**config.mk**
```make
export PLATFORM = sky130hd
export DESIGN_NAME = d5m_pattern_source
export DESIGN_NICKNAME = d
export VERILOG_FILES = /design/src/rtl/d5m_pattern_source.sv
export SDC_FILE = /design/constraint.sdc
export NUM_CORES = 1
export LEC_CHECK = 0
export ABC_AREA = 1
export CAP_MARGIN = 20
export CORE_UTILIZATION = 53
export CTS_CLUSTER_DIAMETER = 120
export DETAILED_ROUTE_END_ITERATION = 8
export MAX_ROUTING_LAYER = met4
export PLACE_DENSITY = 0.77
export SLEW_MARGIN = 20
export SYNTH_ARGS = -nofsm -noshare
export SYNTH_HDL_FRONTEND = slang
export SYNTH_SLANG_ARGS = --single-unit
```
**constraint.sdc**
```tcl
create_clock -name iCLK -period 2.6 [get_ports iCLK]
set_clock_uncertainty 0.1 [all_clocks]
set_input_delay 0.39 -clock iCLK [delete_from_list [all_inputs] [get_ports iCLK]]
set_output_delay 0.39 -clock iCLK [all_outputs]
set_load 0.01 [all_outputs]
```
**src/rtl/d5m_pattern_source.sv**
```systemverilog
// Synthetic D5M pixel bus: FVAL/LVAL framing with 12-bit raw test patterns, one pixel per clock.
// Optional macro D5M_SRC_NOISE_EN XORs LFSR noise into oDATA[2:0]; timing is identical either way.
module d5m_pattern_source #(
   parameter int H_ACTIVE = 1280,
   parameter int H_BLANK  = 64,
   parameter int V_ACTIVE = 960,
   parameter int V_BLANK  = 16
) (
   input  logic        iCLK,
   input  logic        iRST,
   input  logic        iENABLE,
   input  logic [1:0]  iPATTERN,
   output logic [11:0] oDATA,
   output logic        oLVAL,
   output logic        oFVAL,
   output logic [15:0] oFrame_Cont,
   output logic [2:0]  o_state
);

   localparam int VBLK_LEN = V_BLANK * (H_ACTIVE + H_BLANK);

   typedef enum logic [2:0] {S_IDLE, S_PRE, S_LINE, S_HBLK, S_VBLK} state_t;

   state_t      r_state, w_next;
   logic [31:0] r_cnt;
   logic [11:0] r_y;
   logic [1:0]  r_pat;
   logic [11:0] r_data;
   logic        r_lval, r_fval;
   logic [15:0] r_frame_cnt;
   logic [11:0] w_x, w_pat, w_pix;
   logic        w_last;

   always_ff @(posedge iCLK or posedge iRST) begin
      if (iRST) r_state <= S_IDLE;
      else      r_state <= w_next;
   end

   always_comb begin
      w_next = r_state;
      w_last = 1'b0;
      case (r_state)
         S_IDLE: if (iENABLE) w_next = S_PRE;
         S_PRE: begin
            w_last = (r_cnt == 32'(H_BLANK - 1));
            if (w_last) w_next = S_LINE;
         end
         S_LINE: begin
            w_last = (r_cnt == 32'(H_ACTIVE - 1));
            if (w_last) w_next = S_HBLK;
         end
         S_HBLK: begin
            w_last = (r_cnt == 32'(H_BLANK - 1));
            if (w_last) w_next = (r_y == 12'(V_ACTIVE - 1)) ? S_VBLK : S_LINE;
         end
         S_VBLK: begin
            // Run request is only honoured here and in IDLE, so frames are never truncated.
            w_last = (r_cnt == 32'(VBLK_LEN - 1));
            if (w_last) w_next = iENABLE ? S_PRE : S_IDLE;
         end
         default: w_next = S_IDLE;
      endcase
   end

   // r_cnt is the position inside the current state; in LINE it is the pixel x.
   always_ff @(posedge iCLK or posedge iRST) begin
      if (iRST) begin
         r_cnt <= '0;
         r_y   <= '0;
         r_pat <= '0;
      end else begin
         if (w_next != r_state || r_state == S_IDLE) r_cnt <= '0;
         else                                        r_cnt <= r_cnt + 32'd1;
         if (w_next == S_PRE && r_state != S_PRE) begin
            r_pat <= iPATTERN;
            r_y   <= '0;
         end else if (r_state == S_HBLK && w_next == S_LINE) begin
            r_y <= r_y + 12'd1;
         end
      end
   end

   assign w_x = r_cnt[11:0];

   always_comb begin
      w_pat = 12'h000;
      case (r_pat)
         2'd0: w_pat = w_x;
         2'd1: w_pat = r_y;
         2'd2: w_pat = (w_x[4] ^ r_y[4]) ? 12'hFFF : 12'h000;
         default: begin
            // D5M Bayer order: even rows G R, odd rows B G.
            case ({r_y[0], w_x[0]})
               2'b00:   w_pat = 12'h800;
               2'b01:   w_pat = 12'hFFF;
               2'b10:   w_pat = 12'h000;
               default: w_pat = 12'h800;
            endcase
         end
      endcase
   end

`ifdef D5M_SRC_NOISE_EN
   logic [11:0] r_lfsr;

   always_ff @(posedge iCLK or posedge iRST) begin
      if (iRST)                   r_lfsr <= 12'hACE;
      else if (r_state == S_LINE) r_lfsr <= {r_lfsr[10:0], r_lfsr[11] ^ r_lfsr[5] ^ r_lfsr[3] ^ r_lfsr[0]};
   end

   assign w_pix = {w_pat[11:3], w_pat[2:0] ^ r_lfsr[2:0]};
`else
   assign w_pix = w_pat;
`endif

   // Outputs lag the state by one clock, which keeps every phase length exact.
   always_ff @(posedge iCLK or posedge iRST) begin
      if (iRST) begin
         r_data      <= '0;
         r_lval      <= 1'b0;
         r_fval      <= 1'b0;
         r_frame_cnt <= '0;
      end else begin
         r_lval <= (r_state == S_LINE);
         r_fval <= (r_state == S_PRE) || (r_state == S_LINE) || (r_state == S_HBLK);
         r_data <= (r_state == S_LINE) ? w_pix : 12'h000;
         if (r_fval && r_state == S_VBLK) r_frame_cnt <= r_frame_cnt + 16'd1;
      end
   end

   assign oDATA       = r_data;
   assign oLVAL       = r_lval;
   assign oFVAL       = r_fval;
   assign oFrame_Cont = r_frame_cnt;
   assign o_state     = r_state;

endmodule

```
==> reports/qor.txt <==
final wirelength = 9830 um
Critical Path AT = 2380 ps
initial DRC count = 254
startpoint types = register
Via Count = 3753
post-route setup TNS = 0 ps
endpoints failing setup = 0
TritonCTS buffer count = 9
status = finished clean
Synth area leaders = dfrtp_1, nand2_1, nor2_1
CTS tree = done
first-pass GRT wire length = 17100 um
Tot GR Track Use = 0.261
PwrDens = 437 nW/um2
CP Max Fanout = 12
# Post-CTS Setup Buffers = 0
RePlAce Congestion = 0.971
area delta synth->final = 16.3%
Mapped Cells = 548
GRT overflow = 0
Buf/Inv on CP = 0
Num Clock Sinks = 79
Slew Limit Headroom = 0.517
# hold bufs at CTS = 0
number of global-route vias before repair = 3569
post-route insts no fill = 697
share of cells above drive strength 1 = 0.113
# H-tree levels = 3
routed wl met3 = 576 um
CP dominant cell by count = o21ai_0
largest net degree at the start of global routing = 48
P_leak = 0.00227 uW
mean routed wirelength per cell = 14.1 um
Yosys top cell area share = 0.447
worst endpoint required time = 2710 ps
final-report hold violation count = 0
Port Buf Inserts = 37
peak supply drop = 0.264 mV
distinct cell type count after synthesis = 35
Worst Path Class, Setup = register to register
reg2reg end = r_y[11]$_DFFE_PP0P_
fin. max-slew vios = 0
sw frac = 0.213
Ports = 38
most common cell after layout, fill and taps aside = nand2_1
Psw = 478 uW
synthesized area per cell = 8.07 um2
Die Width = 93.3 um
Vert. Die Dim = 93.3 um
Core Rows = 32
fmax = 441 MHz
Seq/Total Area, Yosys = 0.447
Hold WC Path Type = primary input to async pin
DR DRC count = 0
final worst path period share = 0.872
mapped cell area = 4420 um2
Clock Tree Buf Depth = 2
met1 WL = 4610 um
Critical R2R Launch = r_cnt[0]$_DFF_PP0_
r2r setup slk = 330 ps
combinational share of power = 0.015
placed cells = 682
most frequent cells in the layout = nand2_1, nor2_1, dfrtp_1
clock power share = 0.439
RSZ-0062 raised after global routing = no
Yosys warning count = 0
routed wl met2 = 4470 um
DIE AREA = 8710 um2
sequential power share = 0.546
worst reg-to-reg path cell count = 8
Crit. Startpoint = r_cnt[0]$_DFF_PP0_
Core Area = 7890 um2
maxcap violations = 0
initial antenna violation count = 0
area leader, netlist = dfrtp_1
top sig layer = met4
Crit path max-delay family = compound AO/OA/AOI/OAI gates
crit path cell chain = ha_1, nand3_2, nor2_1, nand3_1, o21ai_0, nand2_1, o21ai_2, o21ai_0
number of vias per cell = 5.38
CP Capture Type = register
nets@finish = 599
TritonRoute pass-1 iters = 5
final antenna-violating net count = 0
Cell Int Power = 1770 uW
Worst path slowest cell = o21ai_2
Diodes inserted = 0
#FFs+latches synth = 79
Reg clk slew, reported paths = 80 ps
clk_lat worst skew = 350 ps
min Tclk post-route = 2270 ps
syn_nets = 556
post-DP HPWL = 7310 um
CP max stage delay = 440 ps
CTS Root Cell = clkbuf_8
Starting Density = 0.560
worst-margin pin slew = 721 ps
==> synth_stat cells <==
| cell type | instances |
|---|---|
| nand3_2 | 1 |
| nor2_1 | 81 |
| xor2_1 | 34 |
| nor4_1 | 5 |
| nor3_1 | 23 |
| xnor2_1 | 12 |
| nand4_1 | 15 |
| o21ai_2 | 1 |
| nor4b_1 | 1 |
| a21oi_1 | 13 |
| a211oi_1 | 6 |
| o21ai_0 | 13 |
| nand3b_1 | 1 |
| nor3b_1 | 2 |
| buf_6 | 3 |
| nand2_2 | 5 |
| o221ai_1 | 3 |
| buf_1 | 1 |
| nand2_1 | 94 |
| a311oi_1 | 4 |
| a31oi_1 | 1 |
| buf_4 | 2 |
| o32ai_1 | 1 |
| nor3_2 | 2 |
| nor3_4 | 1 |
| o21ai_1 | 10 |
| nand2_4 | 1 |
| nand3_1 | 20 |
| o22ai_1 | 1 |
| dfrtp_1 | 79 |
| inv_1 | 70 |
| ha_1 | 3 |
| nor2_2 | 31 |
| clkbuf_1 | 4 |
| nor2_4 | 4 |
==> metal layers <==
layer  global-route usage  up-vias
met2                0.383      127
li1                     -     1839
met4               0.0962        0
met5                    -        -
met3               0.0463       18
met1                0.363     1769
==> repair_timing <==
action,in CTS,in global routing
endpoints found under the hold margin,0,0
resized for setup,0,1
setup endpoints to repair,0,2
==> through the flow <==
step | instance area [um2] | utilization | hold slack, ps | power, uW | worst slack (ps)
4_1_cts | 5140 | 0.651 | 316 | 2260 | 272
6_report | 5140 | 0.652 | 304 | 2250 | 332
2_1_floorplan | 4420 | - | 373 | 1270 | 86.6
3_3_place_gp | 4930 | 0.625 | 383 | 1290 | 428
3_5_place_dp | 4930 | 0.625 | 410 | 1290 | 302
5_1_grt | 5140 | 0.652 | 335 | 2330 | 68.8
==> worst register-to-register path: cells and delay by family, from the launching register on <==
kind / cells / cell delay [ps]
adders and majority gates: 1 / 220
DFF: 1 / 430
AOI/OAI and AO/OA: 3 / 840
and+or+nand+nor: 4 / 540
==> final cells by class <==
class | count | area, um2
Fill cell | 672 | 2750
Multi-Input combinational cell | 389 | 2120
Sequential cell | 79 | 1980
Timing Repair Buffer | 42 | 445
Inverter | 70 | 264
Tap cell | 102 | 128
Clock buffer | 9 | 124
Clock inverter | 6 | 86.3
==> cell families (layout without fill, tap and decap cells) <==
logic type / count (synthesis) / count (layout) / share of synthesized area
adders and majority gates: 3 / 3 / 0.00849
xor gates and xnor gates: 46 / 46 / 0.0911
buffers and inverters: 80 / 127 / 0.0747
AOI/OAI and AO/OA: 53 / 53 / 0.0716
and+or+nand+nor: 287 / 287 / 0.307
DFF: 79 / 79 / 0.447
==> worst max path at each step <==
stage                                     end  depth (start not counted)
final                     r_y[11]$_DFFE_PP0P_                          8
after global routing      r_y[11]$_DFFE_PP0P_                          8
after CTS                 r_cnt[31]$_DFF_PP0_                         11
after detailed placement  r_cnt[31]$_DFF_PP0_                         13
after global placement    r_cnt[31]$_DFF_PP0_                         13
after floorplan            oDATA[0]$_DFF_PP0_                          1
==> registers in the layout, summed over array words and instances, names as in the netlist <==
register,count
r_pat,2
oLVAL,1
o_state,3
oDATA,12
oFVAL,1
r_cnt,32
oFrame_Cont,16
r_y,12
==> power groups by stage <==
stage | combinational, uW | sequential, uW | clock, uW
floorplan | 18.1 | 1250 | 0
global placement | 34.3 | 1250 | 0
detailed placement | 35.2 | 1250 | 0
CTS | 35.4 | 1230 | 997
global route | 39.0 | 1230 | 1060
finish | 32.8 | 1230 | 987
(Power assumes the default switching activity.)
